## src/rtl/cordic_scheduler_if.sv

```systemverilog
// Request/response bundle between the requesting datapath blocks and the
// CORDIC scheduler.
//   master: requesters/consumer side (drives req_valid, req_angle, resp_ready)
//   slave : scheduler side (drives req_ready and the resp_* outputs)
// req_angle packs requester i at bits [i*W +: W]; req_ready is the one-hot grant.
interface cordic_scheduler_if #(
  parameter int unsigned N_REQ = 4,
  parameter int unsigned W     = 32,
  parameter int unsigned IDW   = $clog2(N_REQ)
) ();
  logic [N_REQ-1:0]   req_valid;
  logic [N_REQ*W-1:0] req_angle;
  logic [N_REQ-1:0]   req_ready;
  logic               resp_valid;
  logic [IDW-1:0]     resp_id;
  logic [W-1:0]       resp_cos;
  logic [W-1:0]       resp_sin;
  logic               resp_ready;

  modport master (
    output req_valid, req_angle, resp_ready,
    input  req_ready, resp_valid, resp_id, resp_cos, resp_sin
  );

  modport slave (
    input  req_valid, req_angle, resp_ready,
    output req_ready, resp_valid, resp_id, resp_cos, resp_sin
  );
endinterface

```

## src/rtl/cordic_scheduler.sv

```systemverilog
// Round-robin scheduler sharing one iterative CORDIC sine/cosine core between
// N_REQ requesters. One angle is accepted at a time, the core is started, the
// fixed core latency is waited out, and cos/sin are captured into a response
// register tagged with the requester index until the consumer accepts it.
// Ports:
//   clock_i      : clock, rising edge
//   reset_i      : synchronous, active-high reset (also resets the core)
//   bus          : request/response bundle (slave side)
//   core_start_o : one-cycle start pulse to the core
//   core_angle_o : angle to the core, held from START through RESP
//   core_cos_i   : core cosine result
//   core_sin_i   : core sine result
//   busy_o       : high whenever an operation is in progress
module cordic_scheduler #(
  parameter int unsigned N_REQ   = 4,
  parameter int unsigned W       = 32,
  parameter int unsigned LATENCY = 33
) (
  input  logic              clock_i,
  input  logic              reset_i,
  cordic_scheduler_if.slave bus,
  output logic              core_start_o,
  output logic [W-1:0]      core_angle_o,
  input  logic [W-1:0]      core_cos_i,
  input  logic [W-1:0]      core_sin_i,
  output logic              busy_o
);

  localparam int unsigned IDW  = $clog2(N_REQ);
  localparam int unsigned CntW = $clog2(LATENCY);

  typedef enum logic [1:0] {StIdle, StStart, StWait, StResp} state_e;

  state_e          state_q, state_d;
  logic [IDW-1:0]  ptr_q, ptr_d;
  logic [IDW-1:0]  id_q, id_d;
  logic [IDW-1:0]  rid_q, rid_d;
  logic [W-1:0]    angle_q, angle_d;
  logic [W-1:0]    cos_q, cos_d;
  logic [W-1:0]    sin_q, sin_d;
  logic [CntW-1:0] cnt_q, cnt_d;
  logic            resp_valid_q, resp_valid_d;

  logic            grant_found;
  logic [IDW-1:0]  grant_id;

  // Rotating-priority search: first valid requester at or after ptr_q.
  always_comb begin
    int unsigned j;
    j           = 0;
    grant_found = 1'b0;
    grant_id    = '0;
    for (int unsigned k = 0; k < N_REQ; k++) begin
      j = 32'(ptr_q) + k;
      if (j >= N_REQ) j = j - N_REQ;
      if (!grant_found && bus.req_valid[j[IDW-1:0]]) begin
        grant_found = 1'b1;
        grant_id    = j[IDW-1:0];
      end
    end
  end

  // State register
  always_ff @(posedge clock_i) begin
    if (reset_i) state_q <= StIdle;
    else         state_q <= state_d;
  end

  // Next-state and datapath next values
  always_comb begin
    state_d      = state_q;
    ptr_d        = ptr_q;
    id_d         = id_q;
    rid_d        = rid_q;
    angle_d      = angle_q;
    cos_d        = cos_q;
    sin_d        = sin_q;
    cnt_d        = cnt_q;
    resp_valid_d = resp_valid_q;
    case (state_q)
      StIdle: begin
        if (grant_found) begin
          angle_d = bus.req_angle[grant_id*W +: W];
          id_d    = grant_id;
          ptr_d   = (grant_id == IDW'(N_REQ - 1)) ? '0 : grant_id + 1'b1;
          state_d = StStart;
        end
      end
      StStart: begin
        cnt_d   = CntW'(LATENCY - 1);
        state_d = StWait;
      end
      StWait: begin
        if (cnt_q == '0) begin
          cos_d        = core_cos_i;
          sin_d        = core_sin_i;
          rid_d        = id_q;
          resp_valid_d = 1'b1;
          state_d      = StResp;
        end else begin
          cnt_d = cnt_q - 1'b1;
        end
      end
      StResp: begin
        if (resp_valid_q && bus.resp_ready) begin
          resp_valid_d = 1'b0;
          state_d      = StIdle;
        end
      end
      default: state_d = StIdle;
    endcase
  end

  // Datapath registers
  always_ff @(posedge clock_i) begin
    if (reset_i) begin
      ptr_q        <= '0;
      id_q         <= '0;
      rid_q        <= '0;
      angle_q      <= '0;
      cos_q        <= '0;
      sin_q        <= '0;
      cnt_q        <= '0;
      resp_valid_q <= 1'b0;
    end else begin
      ptr_q        <= ptr_d;
      id_q         <= id_d;
      rid_q        <= rid_d;
      angle_q      <= angle_d;
      cos_q        <= cos_d;
      sin_q        <= sin_d;
      cnt_q        <= cnt_d;
      resp_valid_q <= resp_valid_d;
    end
  end

  // Outputs
  always_comb begin
    core_start_o   = (state_q == StStart);
    busy_o         = (state_q != StIdle);
    core_angle_o   = angle_q;
    bus.resp_valid = resp_valid_q;
    bus.resp_id    = rid_q;
    bus.resp_cos   = cos_q;
    bus.resp_sin   = sin_q;
    bus.req_ready  = '0;
    for (int unsigned i = 0; i < N_REQ; i++) begin
      bus.req_ready[i] = (state_q == StIdle) && grant_found && (grant_id == IDW'(i));
    end
  end

endmodule

```

## src/flat_wrapper.sv

```systemverilog
// flat-port wrapper written by rule: the top's interface ports become plain ports
module cordic_scheduler_flat 
#(
  parameter int unsigned N_REQ   = 4,
  parameter int unsigned W       = 32,
  parameter int unsigned LATENCY = 33
)
  (clock_i, reset_i, core_start_o, core_angle_o, core_cos_i, core_sin_i, busy_o, bus_req_valid, bus_req_angle, bus_resp_ready, bus_req_ready, bus_resp_valid, bus_resp_id, bus_resp_cos, bus_resp_sin);
  cordic_scheduler_if #(.N_REQ(N_REQ), .W(W)) bus_i ();
  input  logic clock_i;
  input  logic reset_i;
  output logic core_start_o;
  output logic [W-1:0] core_angle_o;
  input  logic [W-1:0] core_cos_i;
  input  logic [W-1:0] core_sin_i;
  output logic busy_o;
  input wire logic [$bits(bus_i.req_valid)-1:0] bus_req_valid;
  input wire logic [$bits(bus_i.req_angle)-1:0] bus_req_angle;
  input wire logic [$bits(bus_i.resp_ready)-1:0] bus_resp_ready;
  output wire logic [$bits(bus_i.req_ready)-1:0] bus_req_ready;
  output wire logic [$bits(bus_i.resp_valid)-1:0] bus_resp_valid;
  output wire logic [$bits(bus_i.resp_id)-1:0] bus_resp_id;
  output wire logic [$bits(bus_i.resp_cos)-1:0] bus_resp_cos;
  output wire logic [$bits(bus_i.resp_sin)-1:0] bus_resp_sin;
  assign bus_i.req_valid = bus_req_valid;
  assign bus_i.req_angle = bus_req_angle;
  assign bus_i.resp_ready = bus_resp_ready;
  assign bus_req_ready = bus_i.req_ready;
  assign bus_resp_valid = bus_i.resp_valid;
  assign bus_resp_id = bus_i.resp_id;
  assign bus_resp_cos = bus_i.resp_cos;
  assign bus_resp_sin = bus_i.resp_sin;
  cordic_scheduler #(.N_REQ(N_REQ), .W(W), .LATENCY(LATENCY)) u_core (.clock_i(clock_i), .reset_i(reset_i), .bus(bus_i), .core_start_o(core_start_o), .core_angle_o(core_angle_o), .core_cos_i(core_cos_i), .core_sin_i(core_sin_i), .busy_o(busy_o));
endmodule
```

## config.mk

```make
export PLATFORM = sky130hd
export DESIGN_NAME = cordic_scheduler_flat
export DESIGN_NICKNAME = d
export VERILOG_FILES = /design/src/rtl/cordic_scheduler_if.sv /design/src/rtl/cordic_scheduler.sv /design/src/flat_wrapper.sv
export SDC_FILE = /design/constraint.sdc
export NUM_CORES = 1
export LEC_CHECK = 0
export ABC_AREA = 0
export BUFFER_PORTS_ARGS = -buffer_cell sky130_fd_sc_hd__buf_4
export CELL_PAD_IN_SITES_DETAIL_PLACEMENT = 1
export CELL_PAD_IN_SITES_GLOBAL_PLACEMENT = 2
export CORE_UTILIZATION = 24
export CTS_BUF_LIST = sky130_fd_sc_hd__clkbuf_16
export CTS_CLUSTER_DIAMETER = 50
export CTS_CLUSTER_SIZE = 30
export DETAILED_ROUTE_END_ITERATION = 7
export GPL_ROUTABILITY_DRIVEN = 0
export PLACE_DENSITY_LB_ADDON = 0.1
export SYNTH_ARGS = -nofsm -noshare
export SYNTH_HDL_FRONTEND = slang
export SYNTH_SLANG_ARGS = --single-unit
```

## constraint.sdc

```tcl
create_clock -name clock_i -period 2.7 [get_ports clock_i]
set_clock_uncertainty 0.05 [all_clocks]
set_input_delay 0.54 -clock clock_i [delete_from_list [all_inputs] [get_ports clock_i]]
set_output_delay 0.54 -clock clock_i [all_outputs]
set_load 0.01 [all_outputs]
```

# Yosys cells after proc, flatten, opt, wreduce, memory -nomap -nowiden
# Cells that the tools add are included.
# Widths: inputs -> output; s select.
[totals] romBits=0 ram_bits=0 latch_bits=0 output_inout_bits=105 mem_count=0 in_bits=199 regBits=111 elab_cells=90
[classes] add_sub_neg=9 order_cmp=8 n_mul=0 muxes=30 n_shift=1 n_bitwise=0 n_eq_ne=10 div=0 reduce_logical=23
[ops] op="$shiftx 128x8->32" n=1
[ops] op="$mux 2" n=12
[ops] op="$lt 2x3->1 const B" n=4
[ops] op="$pmux 6 s2" n=1
[ops] op="$mux 1" n=10
[ops] op="$ge 3x3->1 const B" n=3
[ops] op="$logic_and 1x1->1" n=9
[ops] op="$bmux 1 s2" n=4
[ops] op="$eq 2x2->1 const B" n=4
[ops] op="$pmux 2 s4" n=1
[ops] op="$sub 2x1->2 const B" n=4
[ops] op="$add 2x2->3 const B" n=2
[ops] op="$logic_not 6->1" n=1
[ops] op="$mux 6" n=1
[ops] op="$ne 2x1->1 const B" n=3
[ops] op="$reduce_and 2->1" n=3
[ops] op="$reduce_and 3->1" n=2
[ops] op="$reduce_bool 2->1" n=3
[ops] op="$sub 6x1->6 const B" n=1
[ops] op="$eq 2x1->1 const B" n=2
[ops] op="$logic_not 2->1" n=2
[ops] op="$add 2x1->3 const B" n=1
[ops] op="$ge 2x3->1 const B" n=1
[ops] op="$logic_not 1->1" n=3
[ops] op="other kinds (3)" n=3

# Logic depth before layout (Yosys ltp)
# Gate-level depths: netlist (run 1).
[logic_depth] depth_word=16 depth_mapped=9

# Worst setup path after synthesis (run 1)
# No wires, ideal clock.
[synth_path] path_kind="in2out" startpoint="input port bus_req_valid[2]" endpoint="output port bus_req_ready[1]" path_stages=4 arrival_time_ns=1.645 setup_slack_ns=0.465 t_required_ns=2.110 cell_sequence="nor2b_1 o21a_1 or4_1 nor2b_1"
[synth_between] elab_chain_cells=14
[synth_rtl] element="start, declared" line_no="flat_wrapper.sv:17" source="input wire logic [$bits(bus_i.req_valid)-1:0] bus_req_valid;"
[synth_rtl] element="$bmux 1 s2" line_no="cordic_scheduler.sv:56" source="if (!grant_found && bus.req_valid[j[IDW-1:0]]) begin"
[synth_rtl] element="$mux 1 (implied by the code)" line_no="cordic_scheduler.sv:56"
[synth_rtl] element="$mux 1" line_no="cordic_scheduler.sv:56"
[synth_rtl] element="$logic_not 1->1" line_no="cordic_scheduler.sv:56"
[synth_rtl] element="$logic_and 1x1->1" line_no="cordic_scheduler.sv:56"
[synth_rtl] element="$mux 1" line_no="cordic_scheduler.sv:56"
[synth_rtl] element="$logic_not 1->1" line_no="cordic_scheduler.sv:56"
[synth_rtl] element="$logic_and 1x1->1" line_no="cordic_scheduler.sv:56"
[synth_rtl] element="$mux 1" line_no="cordic_scheduler.sv:56"
[synth_rtl] element="$logic_not 1->1" line_no="cordic_scheduler.sv:56"
[synth_rtl] element="$logic_and 1x1->1" line_no="cordic_scheduler.sv:56"
[synth_rtl] element="$mux 2 / $mux 1 (equally long branches)" line_no="cordic_scheduler.sv:56"
[synth_rtl] element="$eq 2x1->1 / $logic_and 1x1->1 (equally long branches)" line_no="cordic_scheduler.sv:148" source="bus.req_ready[i] = (state_q == StIdle) && grant_found && (grant_id == IDW'(i));"
[synth_rtl] element="$logic_and 1x1->1 (*)" line_no="cordic_scheduler.sv:148"
[synth_rtl] element="end, declared" line_no="flat_wrapper.sv:20" source="output wire logic [$bits(bus_i.req_ready)-1:0] bus_req_ready;"
# Every way passes the cells marked *; elsewhere a longest branch is shown, timed or not. The select of a mux whose other input is x is not followed.

# Worst setup path in the final report (run 1)
[layout_path] startpoint="register u_core.ptr_q[0]" endpoint="output port bus_req_ready[1]"
[layout_between] elab_chain_cells=16
[layout_rtl] element="start, declared" line_no="cordic_scheduler.sv:35" source="logic [IDW-1:0] ptr_q, ptr_d;"
[layout_rtl] element="start signal, assigned" line_no="cordic_scheduler.sv:126" source="ptr_q <= ptr_d;"
[layout_rtl] element="parallel branches: the longest is 15 deep, another holds $add 2x1->3"
[layout_rtl] element="$logic_and 1x1->1 (*)" line_no="cordic_scheduler.sv:148"
# Every way passes the cells marked *. The select of a mux whose other input is x is not followed.

==> results.py, run 1 <==
metrics = {
    "placed_design": {
        "dp_slack_ps": 228,
        "port_buffers": 303,
        "place_inst": 1241,
        "dpl.hpwl_um": 16000,
    },
    "detailed_routing": {
        "vias": 6029,
        "drtAntennaViolNets": 0,
        "wl_per_cell_um": 17.7,
        "viasPerCell": 4.80,
        "drc": 0,
        "drt-initial-drc-count": 134,
        "routed_wl_um": 22300,
        "drt-pass1-iter-count": 4,
    },
    "global_route": {
        "antenna_found_initial": 0,
        "met2_usage_pct": 30.5,
        "busiest_layer": "met2",
        "grt_pass1_vias": 6002,
        "use_met3_pct": 4.48,
        "grt_pass1_wl_um": 34300,
        "use_met1_pct": 23.6,
        "grt-ovfl-total": 0,
        "grt_start_max_net_pins": 58,
        "grt_usage_pct": 18.4,
    },
    "floorplan": {
        "io_pins": 304,
        "dieWidth_um": 155,
        "core-area_um2": 22700,
        "start_util_pct": 24.6,
        "die_area_um2": 23900,
        "num_rows": 55,
        "die_h_um": 155,
    },
    "synthesis": {
        "syn_nets": 908,
        "synth_top_family_by_area": "compound AO/OA/AOI/OAI gates",
        "yosys-top-cells-count": "171 x nand2_1, 111 x dfxtp_1, 86 x a211oi_1",
        "ys_types": 43,
        "synthAdderAreaFrac_pct": 1.34,
        "yosysWarnings": 0,
        "yosysSeqAreaShare_pct": 39.8,
        "synth_most_common_cell": "nand2_1",
        "syn_area_um2": 5580,
        "synth_top_cells_by_area": "dfxtp_1 40%, a211oi_1 12%, nand2_1 11%",
        "yosysTopAreaCellShare_pct": 39.8,
        "avgSynthCellArea_um2": 7.94,
        "synth_compound_area_share_pct": 29.2,
        "yosys_most_used_dff": "dfxtp_1",
        "synth-edff-count": 0,
        "yosysTopAreaCell": "dfxtp_1",
        "synthSimpleGateAreaFrac_pct": 21.3,
        "yosys-mux-area-fraction_pct": 0.179,
        "ys_seq_elements": 111,
        "async_flop_share_pct": 0,
        "syn_inst": 703,
        "synth_xor_area_share_pct": 0.628,
    },
    "clock_network": {
        "clock_sinks": 111,
        "clk_path_buf_depth": 2,
        "cts_setup_buffers": 0,
        "cts_tree": "yes",
        "ctsHoldBuffers": 0,
        "cts_root_buffer": "clkbuf_16",
        "clk_latency_ps": 360,
        "clk_pin_slew_ps": 80,
        "cts_resized": 0,
        "cts_buffers": 9,
        "h-tree-depth": 3,
    },
    "min_path": {
        "hp-class": "input pin to register",
        "hp-start": "core_sin_i[10]",
        "hold_depth": 3,
        "holdPathEnd": "u_core.bus.resp_sin[10]",
    },
    "timing": {
        "tightest_slew_ps": 525,
        "max-slew-margin-rel_pct": 64.7,
        "setup_slack_ps": 128,
        "min_period_ps": 2570,
        "period_share_pct": 95.3,
        "setup_viol": 0,
        "fmax_mhz": 389,
        "hold_violations": 0,
        "rsz0062_at_grt": "no",
        "setup_tns_ps": 0,
        "finalMaxSlewViolations": 0,
    },
    "setup_path": {
        "r2r_end": "u_core.bus.resp_cos[13]",
        "cp_max_fo": 5,
        "critPathLaunchType": "register",
        "worstReg2RegStart": "u_core.state_q[0]",
        "r2r_slack_ps": 740,
        "worstPathArrival_ps": 1980,
        "cp.required_ps": 2110,
        "r2r.worst_path.cells": 6,
        "crit_type": "register to output port",
        "cp-end-kind": "output port",
    },
    "status": {
        "status": "finished, final reports clean",
    },
    "power": {
        "switchingPower_uw": 3100,
        "switching_share_pct": 41.7,
        "ir_worst_vdd_mv": 0.271,
        "pwr-share-comb_pct": 49.4,
        "cellPowerDensity_nw_per_um2": 891,
        "p_leak_uw": 0.00363,
        "clockPowerShare_pct": 18.4,
        "power_frac_seq_pct": 32.2,
        "p_total_uw": 7440,
        "p_int_uw": 4340,
    },
    "finish": {
        "stdcell_count": 1257,
        "nets": 1172,
        "antenna_cells": 0,
        "drive_gt1_share_pct": 36.8,
        "areaGrowthSynthToFinish_pct": 49.6,
        "fillers": 2755,
    },
    "job": {
        "cap_violations": 0,
    },
}
[per-stage QoR]
step / area (µm²) / utilization, % / hold WS, ps
floorplan: 5580 / - / 382
global placement: 8050 / 35.5 / 393
detailed placement: 8050 / 35.5 / 399
CTS: 8350 / 36.8 / 349
global route: 8350 / 36.8 / 358
finish: 8350 / 36.8 / 367
[worst max-delay path: stages, from the launching register on]
cell	delay, ps
dfxtp_1	430
nor2b_1	130
o21a_1	200
or4_1	590
nor2b_1	150
buf_4	130
[worst max-delay path by stage]
stage                                 start                to
final                       u_core.ptr_q[0]  bus_req_ready[1]
after global routing      u_core.state_q[1]  bus_req_ready[1]
after CTS                 u_core.state_q[1]  bus_req_ready[1]
after detailed placement   bus_req_valid[2]  bus_req_ready[1]
after global placement     bus_req_valid[0]  bus_req_ready[1]
after floorplan            bus_req_valid[2]  bus_req_ready[1]
[placed cells by master, fill, tap and decap left out, types with 2 or more instances in the layout]
cell / n
buf_4: 318
a211oi_2: 11
a21boi_0: 2
inv_6: 2
clkbuf_16: 9
nor2b_1: 6
buf_12: 5
o21ai_0: 3
a21oi_1: 74
a21o_1: 2
o21a_1: 5
clkinv_8: 2
nor3_1: 6
a32oi_1: 32
xor2_1: 4
nor2_1: 45
inv_1: 9
o31ai_1: 2
ha_1: 6
clkinv_4: 2
o211ai_1: 2
nand2b_1: 4
nand2_1: 171
and3_1: 33
nand3_1: 2
a211oi_1: 86
dfxtp_1: 111
[state kept, by name, indices dropped and copies added, names as in the netlist]
register               count
u_core.ptr_q               2
u_core.bus.resp_sin       32
u_core.bus.resp_valid      1
u_core.cnt_q               6
u_core.bus.resp_id         2
u_core.id_q                2
u_core.state_q             2
u_core.bus.resp_cos       32
u_core.core_angle_o       32
[power by group through the flow]
stage / clock [µW] / combinational (µW) / sequential (µW)
CTS: 1440 / 3780 / 2400
global route: 1500 / 4060 / 2460
detailed placement: 0 / 3770 / 2430
finish: 1370 / 3680 / 2390
floorplan: 0 / 2000 / 2590
global placement: 0 / 3760 / 2420
[layer usage]
metal  wire (µm)  vias up  share of wire [%]
li1            -     3034                  -
met1        9940     2774                 45
met2       10500      207                 47
met3        1560       14                7.0
met4         316        0                1.4
met5           0        -                  0
[cell families (layout without fill, tap and decap cells)]
kind of cell	after synthesis	in the layout
buffers and inverters	79	348
AO/OA/AOI/OAI	226	226
XOR/XNOR	4	4
adder cells (fa/ha/maj)	6	6
flip-flops	111	111
multiplexers	1	1
AND/OR/NAND/NOR	276	276
[area by class of cell]
type                    count  area, µm²  area share, %
flip-flops and latches    111       2220           26.6
multi-input cells         513       2950           35.4
repair buffers            323       2490           29.8
clock inverters             7       71.3          0.854
clock buffers               9        225           2.70
well taps                 285        357           4.27
inverters                   9       33.8          0.405
Power figures use the tool's default switching activity.
==> run 2, diff against run 1 <==
--- a/config.mk
+++ b/config.mk
@@ -5,11 +5,11 @@
 export SDC_FILE = /design/constraint.sdc
 export NUM_CORES = 1
 export LEC_CHECK = 0
-export ABC_AREA = 0
+export ABC_AREA = 1
 export BUFFER_PORTS_ARGS = -buffer_cell sky130_fd_sc_hd__buf_4
 export CELL_PAD_IN_SITES_DETAIL_PLACEMENT = 1
 export CELL_PAD_IN_SITES_GLOBAL_PLACEMENT = 2
-export CORE_UTILIZATION = 24
+export CORE_UTILIZATION = 22
 export CTS_BUF_LIST = sky130_fd_sc_hd__clkbuf_16
 export CTS_CLUSTER_DIAMETER = 50
 export CTS_CLUSTER_SIZE = 30
==> results.py, run 2 <==
metrics = {
    "floorplan": {
        "start_util_pct": 22.4,
        "num_rows": 58,
        "dieWidth_um": 162,
        "io_pins": 304,
        "core-area_um2": 25100,
        "die_area_um2": 26200,
        "die_h_um": 162,
    },
    "clock_network": {
        "clk_latency_ps": 360,
        "cts_buffers": 9,
        "clk_pin_slew_ps": 90,
        "h-tree-depth": 3,
        "clock_sinks": 111,
        "cts_root_buffer": "clkbuf_16",
        "cts_tree": "yes",
        "ctsHoldBuffers": 0,
        "clk_path_buf_depth": 2,
    },
    "setup_path": {
        "worstPathArrival_ps": 1990,
        "r2r_slack_ps": 450,
        "cp.required_ps": 2110,
        "r2r.worst_path.cells": 15,
        "cp_max_fo": 6,
        "crit_type": "register to output port",
        "cp-end-kind": "output port",
        "critPathLaunchType": "register",
    },
    "detailed_routing": {
        "vias": 6479,
        "drt-pass1-iter-count": 4,
        "drtAntennaViolNets": 0,
        "routed_wl_um": 23200,
        "viasPerCell": 4.40,
        "wl_per_cell_um": 15.8,
        "drc": 0,
        "drt-initial-drc-count": 259,
    },
    "power": {
        "cellPowerDensity_nw_per_um2": 1220,
        "ir_worst_vdd_mv": 0.570,
        "p_total_uw": 10400,
        "p_leak_uw": 0.00443,
        "power_frac_seq_pct": 24.5,
        "pwr-share-comb_pct": 62.4,
        "clockPowerShare_pct": 13.1,
        "switching_share_pct": 48.1,
        "p_int_uw": 5420,
        "switchingPower_uw": 5020,
    },
    "global_route": {
        "grt_pass1_wl_um": 36000,
        "antenna_found_initial": 0,
        "grt_usage_pct": 17.6,
        "grt_pass1_vias": 6663,
        "grt_start_max_net_pins": 65,
        "grt-ovfl-total": 0,
    },
    "synthesis": {
        "yosys_most_used_dff": "dfxtp_1",
        "yosys-top-cells-count": "208 x nor2_1, 183 x nand2_1, 111 x dfxtp_1",
        "syn_area_um2": 5620,
        "yosysTopAreaCell": "dfxtp_1",
        "yosysSeqAreaShare_pct": 39.5,
        "synth_top_cells_by_area": "dfxtp_1 40%, nor2_1 14%, nand2_1 12%",
        "synth_most_common_cell": "nor2_1",
        "yosysTopAreaCellShare_pct": 39.5,
        "syn_inst": 855,
        "synth-edff-count": 0,
        "ys_seq_elements": 111,
        "avgSynthCellArea_um2": 6.57,
        "yosysWarnings": 0,
        "ys_types": 33,
        "async_flop_share_pct": 0,
        "syn_nets": 1060,
    },
    "timing": {
        "setup_viol": 0,
        "hold_violations": 0,
        "tightest_slew_ps": 476,
        "setup_slack_ps": 115,
        "period_share_pct": 95.7,
        "finalMaxSlewViolations": 0,
        "max-slew-margin-rel_pct": 68.2,
        "min_period_ps": 2580,
        "fmax_mhz": 387,
    },
    "finish": {
        "final_common_cell": "buf_4",
        "nets": 1343,
        "drive_gt1_share_pct": 33.1,
        "antenna_cells": 0,
        "mostFrequentLayoutCells": "324 x buf_4, 205 x nor2_1, 183 x nand2_1, 109 x dfxtp_1, 88 x nand3_1",
        "areaGrowthSynthToFinish_pct": 52.5,
    },
    "min_path": {
        "hp-class": "input pin to register",
        "hold_depth": 3,
    },
    "placed_design": {
        "dp_slack_ps": 194,
        "dpl.hpwl_um": 17600,
        "port_buffers": 303,
    },
    "job": {
        "cap_violations": 0,
    },
    "status": {
        "status": "finished, final reports clean",
    },
}
[run 2: changes by cell type after synthesis, sizes merged, moves of 10 or more]
cell / before / now
inv: 9 / 48
clkbuf: 37 / 27
nand2: 171 / 190
and3: 34 / 0
a21oi: 74 / 9
a211oi: 97 / 2
a32oi: 32 / 0
nand4: 1 / 27
nand3: 3 / 94
o21ai: 5 / 89
nor2: 45 / 212
[run 2: cells by family after synthesis]
logic type | count (synthesis) | share of synthesized area, %
compound gates | 105 | 9.60
buf+inv | 106 | 9.17
flops | 111 | 39.5
fa+ha+maj | 6 | 1.34
simple gates | 527 | 40.3
[run 2: repair_timing]
item                       in CTS  in global routing
setup buffers                   0                  3
setup endpoints to repair       4                  3
pin swaps                       0                  2
resized for setup               3                  9
[run 2: final timing paths]
| kind | end | from |
|---|---|---|
| max | bus_req_ready[1] | u_core.ptr_q[0] |
| min | u_core.bus.resp_sin[13] | core_sin_i[13] |
| max reg2reg | u_core.core_angle_o[14] | u_core.ptr_q[0] |
| min reg2reg | u_core.cnt_q[0] | u_core.cnt_q[0] |
[run 2: layout make-up]
cell class	instances	area (µm²)
clock inverter	7	66.3
multi-input combinational	638	2910
clock buffer	9	225
fill	3221	16500
timing repair buffer	329	2530
inverter	49	194
sequential	111	2230
tap	330	413
[run 2: stage by stage]
stage          hold slack, ps  util (%)  cells  TNS [ps]  cell area, µm²
3_3_place_gp              395      32.8   1454         0            8230
2_1_floorplan             373         -    855         0            5620
6_report                  346      34.1   1473         0            8570
3_5_place_dp              398      32.8   1454         0            8230
4_1_cts                   331      33.9   1470         0            8520
5_1_grt                   337      34.1   1473     -31.6            8570
[run 2: routing by layer]
| metal | wire length [µm] | vias to the layer above | GRT usage (%) |
|---|---|---|---|
| met5 | 0 | - | 0 |
| met4 | 238 | 0 | 3.43 |
| met3 | 2000 | 17 | 6.64 |
| met2 | 11200 | 171 | 30.7 |
| met1 | 9790 | 2974 | 20.4 |
| li1 | - | 3317 | - |
[run 2: critical path: stages, from the launching register on]
cell and delay (ps):
dfxtp_4 380, buf_4 160, nand2_1 70, nand2_2 80, a31oi_1 310, nand3_4 150, inv_2 120, nand2_1 100
nor2_2 120, buf_4 120
[run 2: power by group through the flow]
| stage | registers, µW | clock network (µW) | logic (µW) |
|---|---|---|---|
| final | 2560 | 1370 | 6520 |
| after global routing | 2630 | 1500 | 7360 |
| after CTS | 2570 | 1450 | 6580 |
| after detailed placement | 2590 | 0 | 6560 |
| after global placement | 2580 | 0 | 6520 |
| after floorplan | 2770 | 0 | 3990 |
